## src/rtl/can_arb_sequencer.sv

```systemverilog
// CAN transmit arbitration sequencer: drives SOF, ID and RTR with bit
// stuffing and reports won, lost or bit error from the sampled bus.
module can_arb_sequencer #(
  parameter int ID_W      = 11,
  parameter int STUFF_LEN = 5
) (
  input  logic            clk,
  input  logic            reset,
  input  logic            tx_point,
  input  logic            sample_point,
  input  logic            sampled_rx,
  input  logic            bus_idle,
  input  logic            start,
  input  logic            abort,
  input  logic [ID_W-1:0] id,
  input  logic            rtr,
  output logic            tx,
  output logic            busy,
  output logic            won,
  output logic            lost,
  output logic            err
);

  localparam int FW = ID_W + 1;
  localparam int CW = $clog2(FW + 1);
  localparam int RW = $clog2(STUFF_LEN + 1);

  typedef enum logic [1:0] {
    IDLE,
    ARM,
    RUN,
    RELEASE
  } state_t;

  typedef enum logic [1:0] {
    K_SOF,
    K_STUFF,
    K_FIELD
  } kind_t;

  state_t        state_q, state_d;
  kind_t         kind_q, kind_d;
  logic [FW-1:0] sh_q, sh_d;
  logic [CW-1:0] fcnt_q, fcnt_d;
  logic [RW-1:0] run_cnt_q, run_cnt_d;
  logic          run_val_q, run_val_d;
  logic          tx_d, busy_d;
  logic          won_d, lost_d, err_d;
  logic          mismatch, on_last;
  logic          field_left, quit;
  logic          nxt;

  always_ff @(posedge clk or posedge reset) begin
    if (reset) begin
      state_q <= IDLE;
    end else begin
      state_q <= state_d;
    end
  end

  always_ff @(posedge clk or posedge reset) begin
    if (reset) begin
      kind_q    <= K_SOF;
      sh_q      <= '0;
      fcnt_q    <= '0;
      run_cnt_q <= '0;
      run_val_q <= 1'b0;
      tx        <= 1'b1;
      busy      <= 1'b0;
      won       <= 1'b0;
      lost      <= 1'b0;
      err       <= 1'b0;
    end else begin
      kind_q    <= kind_d;
      sh_q      <= sh_d;
      fcnt_q    <= fcnt_d;
      run_cnt_q <= run_cnt_d;
      run_val_q <= run_val_d;
      tx        <= tx_d;
      busy      <= busy_d;
      won       <= won_d;
      lost      <= lost_d;
      err       <= err_d;
    end
  end

  always_comb begin
    state_d    = state_q;
    kind_d     = kind_q;
    sh_d       = sh_q;
    fcnt_d     = fcnt_q;
    run_cnt_d  = run_cnt_q;
    run_val_d  = run_val_q;
    tx_d       = tx;
    busy_d     = busy;
    won_d      = 1'b0;
    lost_d     = 1'b0;
    err_d      = 1'b0;
    quit       = 1'b0;
    nxt        = sh_q[FW-1];
    mismatch   = sampled_rx != tx;
    on_last    = (kind_q == K_FIELD) &&
                 (fcnt_q == CW'(FW));
    field_left = fcnt_q != CW'(FW);

    unique case (state_q)
      IDLE: begin
        if (start && bus_idle) begin
          sh_d      = {id, rtr};
          busy_d    = 1'b1;
          fcnt_d    = '0;
          run_cnt_d = '0;
          run_val_d = 1'b0;
          kind_d    = K_SOF;
          state_d   = ARM;
        end
      end
      ARM: begin
        if (abort) begin
          quit = 1'b1;
        end else if (tx_point) begin
          tx_d      = 1'b0;
          run_cnt_d = RW'(1);
          run_val_d = 1'b0;
          kind_d    = K_SOF;
          state_d   = RUN;
        end
      end
      RUN: begin
        if (abort) begin
          quit = 1'b1;
        end else if (sample_point && mismatch) begin
          quit = 1'b1;
          // recessive field bit overwritten: someone else wins
          if (kind_q == K_FIELD && tx) begin
            lost_d = 1'b1;
          end else begin
            err_d = 1'b1;
          end
        end else if (sample_point && on_last) begin
          won_d   = 1'b1;
          state_d = RELEASE;
          quit    = tx_point;
        end else if (tx_point && field_left) begin
          if (run_cnt_q == RW'(STUFF_LEN)) begin
            tx_d      = ~run_val_q;
            run_cnt_d = RW'(1);
            run_val_d = ~run_val_q;
            kind_d    = K_STUFF;
          end else begin
            tx_d   = nxt;
            sh_d   = {sh_q[FW-2:0], 1'b0};
            fcnt_d = fcnt_q + CW'(1);
            kind_d = K_FIELD;
            if (nxt == run_val_q) begin
              run_cnt_d = run_cnt_q + RW'(1);
            end else begin
              run_cnt_d = RW'(1);
              run_val_d = nxt;
            end
          end
        end
      end
      RELEASE: begin
        quit = abort | tx_point;
      end
      default: begin
        quit = 1'b1;
      end
    endcase

    if (quit) begin
      tx_d    = 1'b1;
      busy_d  = 1'b0;
      state_d = IDLE;
    end
  end

endmodule

```

## config.mk

```make
export PLATFORM = sky130hd
export DESIGN_NAME = can_arb_sequencer
export DESIGN_NICKNAME = d
export VERILOG_FILES = /design/src/rtl/can_arb_sequencer.sv
export SDC_FILE = /design/constraint.sdc
export NUM_CORES = 1
export LEC_CHECK = 0
export CAP_MARGIN = 15
export CORE_MARGIN = 2
export CORE_UTILIZATION = 49
export DETAILED_ROUTE_END_ITERATION = 10
export PLACE_DENSITY = 0.82
export SYNTH_ARGS = -nofsm -noshare
export SYNTH_HDL_FRONTEND = slang
export SYNTH_SLANG_ARGS = --single-unit
```

## constraint.sdc

```tcl
create_clock -name clk -period 1.94 [get_ports clk]
set_input_delay 0.485 -clock clk [delete_from_list [all_inputs] [get_ports clk]]
set_output_delay 0.485 -clock clk [all_outputs]
set_load 0.05 [all_outputs]
```

Yosys cells after proc, flatten, opt, wreduce, memory -nomap -nowiden
Index checks and enable logic that the tools add are counted.
W data, S select, Z words.

cells by class
  add/sub/neg operators = 2
  eq/ne operators = 26
  multiplexer cells = 78
  bitwise operators = 2
  reductions and logical operators = 19

operators by type and width
  kind                   count
  $mux W12               6
  $mux W1                34
  $mux W2                15
  $mux W3                9
  $ne A3 B3 Y1 const B   9
  $mux W4                6
  $pmux W12 S2           1
  $reduce_and A7 Y1      3
  $ne A2 B2 Y1 const B   8
  $pmux W2 S3            2
  $pmux W3 S3            1
  $reduce_and A9 Y1      1
  $pmux W4 S2            1
  $reduce_and A8 Y1      1
  $eq A2 B2 Y1 const B   3
  $logic_and A1 B1 Y1    6
  $pmux W1 S3            2
  $reduce_bool A2 Y1     3
  $reduce_bool A3 Y1     2
  $add A4 B1 Y4 const B  1
  $eq A4 B4 Y1 const B   1
  $ne A4 B4 Y1 const B   1
  $reduce_bool A4 Y1     1
  $add A3 B1 Y3 const B  1
  9 further kinds        9

storage, ports and cells
  flip-flop bits (word level) = 29
  input port bits = 20
  output and inout bits = 5
  logic and storage cells = 138

Depth between registers and ports, before layout
Gate-level depths: netlist (run 1).

  depth in word-level cells = 9
  gate-level depth with buffers = 8
  depth with buffers taken out = 7

Worst setup path after synthesis (run 1)
Ideal clock, no wire load.

  path kind = reg2reg
  from = register tx
  to = register sh_q[0]
  library setup time = 125 ps
  data arrival time = 2001 ps
  data required time = 1815 ps
  path slack = -186 ps
  stages on the path, launching flop included = 7
  clock period less this slack = 2126 ps
  cell sequence = dfstp_2 xor2_2 a211oi_4 a22oi_2 nor2_4 buf_6 mux2_4

between the ends
  cells in the longest elaborated chain, start to end = 4

ends and longest elaborated chain
  what                                line  RTL
  start: declaration                  17    output logic tx,
  start signal: assignment            79    tx <= tx_d;
  $ne A1 B1 Y1                        101   mismatch = sampled_rx != tx;
  $logic_and A1 B1 Y1                 132   end else if (sample_point && mismatch) begin
  $ne A2 B2 Y1 (no source line)       n/a
  $reduce_and A7 Y1 (no source line)  n/a
  end signal: assignment              64    sh_q <= '0;
  end signal: assignment              75    sh_q <= sh_d;
  end: declaration                    43    logic [FW-1:0] sh_q, sh_d;

Every way passes these cells.
A chain may end at the register's enable or synchronous reset.

Worst setup path after layout (run 1)
  from = input port abort
  to = register sh_q[0]

between the ends
  cells in the longest elaborated chain, start to end = 2

ends and longest elaborated chain
  what                                line  RTL
  start: declaration                  14    input logic abort,
  $ne A2 B2 Y1 (no source line)       n/a
  $reduce_and A7 Y1 (no source line)  n/a

Every way passes these cells.

==> results of run 1 <==
## cell families after synthesis
family,synth area share
flops,0.422
buf+inv,0.0334
compound gates,0.153
xor+xnor,0.0145
simple gates,0.116
mux,0.196
fa+ha+maj,0.0653
## how the worst max path moves through the flow
| stage | endpoint | cells after the start | from | slack, ns |
|---|---|---|---|---|
| after detailed placement | kind_q[1] | 6 | sampled_rx | -0.43 |
| after global placement | kind_q[1] | 6 | sampled_rx | -0.36 |
| after global routing | run_cnt_q[2] | 5 | tx | -0.05 |
| after CTS | sh_q[4] | 8 | fcnt_q[0] | 0.004 |
| final | sh_q[0] | 7 | abort | 0.03 |
| after floorplan | sh_q[0] | 6 | tx | -0.09 |
## sequential cells by signal (all words and copies together), names as in the netlist
signal and count:
sh_q 12, fcnt_q 4, run_cnt_q 3, kind_q 2
state_q 2, busy 1, err 1, lost 1
run_val_q 1, tx 1, won 1
## routing by layer
metal | up-vias | wire length, um | track usage
met4 | 0 | 72 | 0.0788
met5 | - | 0 | 0
met2 | 49 | 2230 | 0.396
li1 | 667 | - | -
met1 | 715 | 1730 | 0.252
met3 | 9 | 198 | 0.0518
## worst max-delay path, stage by stage
cell	delay, ns
clkdlybuf4s50_1	0.42
nand2b_4	0.17
a211oi_4	0.26
a22oi_2	0.10
nor2_4	0.19
clkbuf_16	0.18
mux2_4	0.30
## per-stage QoR
step	utilization	setup TNS [ns]	area, um^2	std cells	hold WS (ns)
4_1_cts	0.701	0	2360	255	0.522
2_1_floorplan	-	-0.524	1740	153	0.462
6_report	0.726	0	2440	257	0.511
5_1_grt	0.726	-0.155	2440	257	0.543
3_5_place_dp	0.659	-8.51	2220	244	0.496
3_3_place_gp	0.659	-7.37	2220	244	0.485
## power by group
part	leakage, uW	internal [uW]	switching [uW]
Clock	0.0000455	308	223
Combinational	0.000706	1250	981
Sequential	0.000369	845	167
Total	0.00112	2400	1370
## what timing repair did
action	in CTS	in global routing
gates resized for setup	11	16
hold buffers	0	0
pin swaps	6	5
setup endpoints to repair	16	22
cloned	1	0
setup buffers	2	2
## placed cells by master, fill, tap and decap left out, types with 2 or more instances in the layout
cell | Yosys | final
a21oi_1 | 5 | 5
a2bb2oi_1 | 2 | 2
a31oi_1 | 2 | 2
and2_1 | 2 | 2
buf_12 | 0 | 2
buf_4 | 0 | 30
clkbuf_4 | 0 | 5
clkdlybuf4s50_1 | 0 | 16
dfrtp_1 | 28 | 28
dlygate4sd2_1 | 0 | 3
ha_1 | 9 | 7
inv_1 | 9 | 8
mux2_2 | 18 | 11
mux2_4 | 7 | 14
mux2i_1 | 3 | 3
nand2_1 | 13 | 13
nand3_1 | 6 | 6
nor2_1 | 6 | 6
nor2b_1 | 2 | 2
o21ai_0 | 6 | 6
o31ai_1 | 3 | 3
## layout make-up
class	count	area [um^2]
Sequential cell	29	731
Clock buffer	7	55.1
Timing Repair Buffer	54	500
Multi-Input combinational cell	111	1030
Fill cell	252	922
Tap cell	46	57.6
Clock inverter	1	30.0
Inverter	9	33.8
==> metrics.md, run 1 <==
| Metric | Value |
|---|---|
| Final hold viol count | `0` |
| N_diodes | `0` |
| Reg-to-reg slack, setup | `0.03 ns` |
| Chip width | `63.3 um` |
| Synth-to-layout area growth | `41.6%` |
| Peak supply drop | `0.784 mV` |
| Cell Rows | `21` |
| Pwr Density | `1550 nW/um^2` |
| CP Capture Type | `flop` |
| Worst-path maximum fanout | `6` |
| Mapped Area | `1720 um^2` |
| ANT nets after route | `0` |
| 1st-iter DRT viols | `62` |
| Clock transition at path regs | `0.10 ns` |
| Max-Cap Viols | `0` |
| I/O Buffers | `24` |
| Post-synthesis sequential area ratio | `0.422` |
| Clock sink count | `29` |
| Antenna violations before repair | `0` |
| RR Startpoint | `tx` |
| Post-DP HPWL | `2.95 mm` |
| Syn Area/Cell | `11.3 um^2` |
| TritonCTS buffer count | `5` |
| Vias in the first global route | `1495` |
| CTS tree | `built` |
| Clock Tree Root | `clkbuf_4` |
| Unrepaired setup endpoints after global routing | `true` |
| Pre-CTS setup slack | `-0.432 ns` |
| Worst-Skew Late Latency | `0.34 ns` |
| Final WL | `4.23 mm` |
| Pwr Total | `3780 uW` |
| Die Ht | `63.3 um` |
| IO Pins | `25` |
| Yosys reg bits | `29` |
| Top cells by area, synth | `dfrtp_1 41%, mux2_2 12%, ha_1 6.5%, mux2_4 6.1%, nand2_1 2.8%` |
| RD Place Congestion | `0.930` |
| Hold crit path type | `in -> async` |
| Maximum clock rate | `523 MHz` |
| CP Class | `in -> reg` |
| Htree depth | `2` |
| Largest net degree at the start of global routing | `30` |
| Synth area leader | `dfrtp_1` |
| Post-synth cell types | `44` |
| Vias | `1440` |
| Clock Skews | `0.0112 ns` |
| Primary FF master, synth | `dfrtp_1` |
| Final worst slack | `0.0293 ns` |
| Total GRT Usage | `0.220` |
| Final period utilization | `0.985` |
| CP Launch Type | `input port` |
| Reg-to-reg endpoint | `sh_q[0]` |
| WP data arrival | `2.13 ns` |
| R2R depth | `6` |
| Slew Viols, Final | `0` |
| Share of the synthesized area in the top cell type | `0.406` |
| Slew @ Worst Pin | `0.495 ns` |
| Net count after synthesis | `182` |
| Layout cells sized above 1 | `0.398` |
| Finish-stage setup viols | `0` |
| Count leader, synth | `dfrtp_1` |
| Vias per std cell | `5.60` |
| Drt drc | `0` |
| Core Area | `3360 um^2` |
| Max-slew headroom | `0.671` |
| DRT Pass-1 Iters | `4` |
| Nets | `239` |
| Leakage power | `0.00112 uW` |
| Most instantiated cells after synthesis | `28 x dfrtp_1, 18 x mux2_2, 13 x nand2_1` |
| DIE AREA | `4010 um^2` |
| Grt ovf | `0` |
| Number of synthesized flops with an enable pin | `0` |
| Gate Count Post-Synth | `153` |
| CTS Buffer Depth | `2` |
| First-pass GRT wire length | `6.87 mm` |
| Avg WL per Cell | `16.4 um` |
| Post-synth ARST share | `1.00` |
| Synth warn | `0` |
| Status | `completed` |
| Initial Util | `0.513` |
| Final min period | `1.91 ns` |
| Worst path required time | `2.16 ns` |
Power figures use the tool's default switching activity.
==> inputs of run 2 (changes only) <==
- CORE_UTILIZATION: 49 -> 50
- PLACE_DENSITY: 0.82 -> 0.8
- REMOVE_ABC_BUFFERS: unset -> 1
- clock period: 1.94 -> 2 ns (I/O delays scaled with it)
==> run 2 against run 1 <==
  * Flip-flop and latch count unchanged
  * Global-route usage decreased by 1.2 points
  * Critical path depth increased by 1
  * Final cell count decreased by 0.78%
  * Die area decreased by 1.9%
  * Non-clock buffer count decreased by 2
  * Register-to-register slack about the same
  * Via count decreased by 4.6%
  * Combinational power decreased by 11%
  * Final area decreased by 3.2%
  * Critical endpoint is now sh_q[4]
  * Largest power group unchanged
==> metrics.md, run 2 (synthesis gave the netlist of run 1 again) <==
| Metric | Value |
|---|---|
| WP data arrival | `2.19 ns` |
| Cell Rows | `21` |
| Final hold viol count | `0` |
| Pwr Density | `1470 nW/um^2` |
| Avg WL per Cell | `15.1 um` |
| Cell area after layout | `2360 um^2` |
| Largest net degree at the start of global routing | `30` |
| Htree depth | `2` |
| Max-slew headroom | `0.662` |
| Clock sink count | `29` |
| N_diodes | `0` |
| Initial Util | `0.517` |
| Slew @ Worst Pin | `0.506 ns` |
| Slew Viols, Final | `0` |
| Commonest non-fill, non-tap cells in the layout | `29 x buf_4, 28 x dfrtp_1, 18 x clkdlybuf4s50_1, 13 x nand2_1, 13 x mux2_2` |
| TritonCTS buffer count | `5` |
| CP max stage delay | `0.41 ns` |
| Biggest regs | `sh_q x12, fcnt_q x4, run_cnt_q x3` |
| Slowest cell on crit path | `dfrtp_1` |
| Commonest non-fill, non-tap cell in the layout | `buf_4` |
| Highest Signal Layer | `met4` |
| Peak supply drop | `0.771 mV` |
| Hold_buf cts | `0` |
| I/O Buffers | `24` |
| Nets | `237` |
| Drt drc | `0` |
| IO Pins | `25` |
| Hold_ws | `0.514 ns` |
| CP Class | `reg -> reg` |
| Area after DPL | `2180 um^2` |
| Met3 wire length | `174 um` |
| DRT Pass-1 Iters | `4` |
| Grt ovf | `0` |
| ANT nets after route | `0` |
| Status | `completed` |
| Worst-path maximum fanout | `12` |
| Met2 WL | `1.95 mm` |
| DIE AREA | `3930 um^2` |
| First-pass GRT wire length | `6.42 mm` |
| Synth-to-layout area growth | `37.0%` |
| Antenna violations before repair | `0` |
| Unrepaired setup endpoints after global routing | `true` |
| Layout cells sized above 1 | `0.378` |
| Max-Cap Viols | `0` |
| Clock transition at path regs | `0.09 ns` |
| Maximum clock rate | `508 MHz` |
| Worst path required time | `2.23 ns` |
| CTS tree | `built` |
| Worst-Skew Late Latency | `0.33 ns` |
| Post-DP HPWL | `2.81 mm` |
| Core Area | `3340 um^2` |
| Clock Skews | `0.00470 ns` |
| Hold crit path type | `reg -> reg` |
| Total GRT Usage | `0.208` |
| Clock Tree Root | `clkbuf_4` |
| Vias in the first global route | `1405` |
| Die Ht | `62.7 um` |
| Filler cell count | `269` |
| Finish-stage setup viols | `0` |
| Vias | `1374` |
| RD Place Congestion | `0.904` |
| Chip width | `62.7 um` |
| Largest register FFs | `12` |
| Final period utilization | `0.984` |
| Final WL | `3.84 mm` |
| CTS Buffer Depth | `2` |
| CP Launch Type | `flop` |
| Final min period | `1.97 ns` |
| Wl on met1 | `1.65 mm` |
| CP Capture Type | `flop` |
| 1st-iter DRT viols | `54` |
| Crit-path cells | `inv_2 -> ha_4 -> and3_4 -> a211oi_4 -> a22oi_2 -> nor2_4 -> buf_12 -> mux2_2` |
| Leakage power | `0.00111 uW` |
| Vias per std cell | `5.39` |
| Top reg by flops | `sh_q` |
## run 2: power by group
part,switching [uW],internal [uW]
Sequential,162,813
Clock,213,298
Combinational,892,1090
## run 2: timing repair
item                                    CTS  global route
pin swaps                                 3             4
endpoints found under the setup margin   13            19
setup buffers                             2             3
gates cloned                              0             0
gates resized for setup                   4            18
## run 2: final cells by class
| cell class | instances | area, um^2 | share of cell area |
|---|---|---|---|
| multi-input combinational | 111 | 995 | 0.421 |
| clock inverter | 1 | 30.0 | 0.0127 |
| tap | 46 | 57.6 | 0.0244 |
| inverter | 9 | 33.8 | 0.0143 |
| clock buffer | 7 | 55.1 | 0.0233 |
| timing repair buffer | 52 | 464 | 0.197 |
| sequential | 29 | 727 | 0.308 |
## run 2: through the flow
stage,instances,utilization,setup TNS (ns),setup slack (ns),power [uW]
5_1_grt,255,0.708,-0.473,-0.0651,3720
2_1_floorplan,149,-,-7.24,-0.487,2150
6_report,255,0.708,0,0.0328,3470
4_1_cts,252,0.683,0,0.0126,3330
3_3_place_gp,242,0.653,-6.40,-0.382,2690
3_5_place_dp,242,0.653,-7.18,-0.415,2770
## run 2: worst paths after layout
kind / from / to / slack [ns] / cells past startpoint
max in group asynchronous: reset / tx / 1.17 / 3
setup / recovery: fcnt_q[0] / sh_q[4] / 0.03 / 8
hold reg to reg: sh_q[4] / sh_q[4] / 0.51 / 1
hold / removal: sh_q[4] / sh_q[4] / 0.51 / 1
setup reg to reg: fcnt_q[0] / sh_q[4] / 0.03 / 8
min in group asynchronous: reset / state_q[1] / 0.53 / 3
## run 2: per-layer routing
layer / global-route usage / vias up
li1: - / 669
met1: 0.257 / 657
met2: 0.360 / 38
met3: 0.0505 / 10
met4: 0.0611 / 0
met5: 0 / -
## run 2: critical path: cells and delay by family, from the launching register on
family	cells	cell delay (ns)
simple gates	2	0.32
compound gates	2	0.39
flops	1	0.41
fa+ha+maj	1	0.16
buf+inv	2	0.25
mux	1	0.33
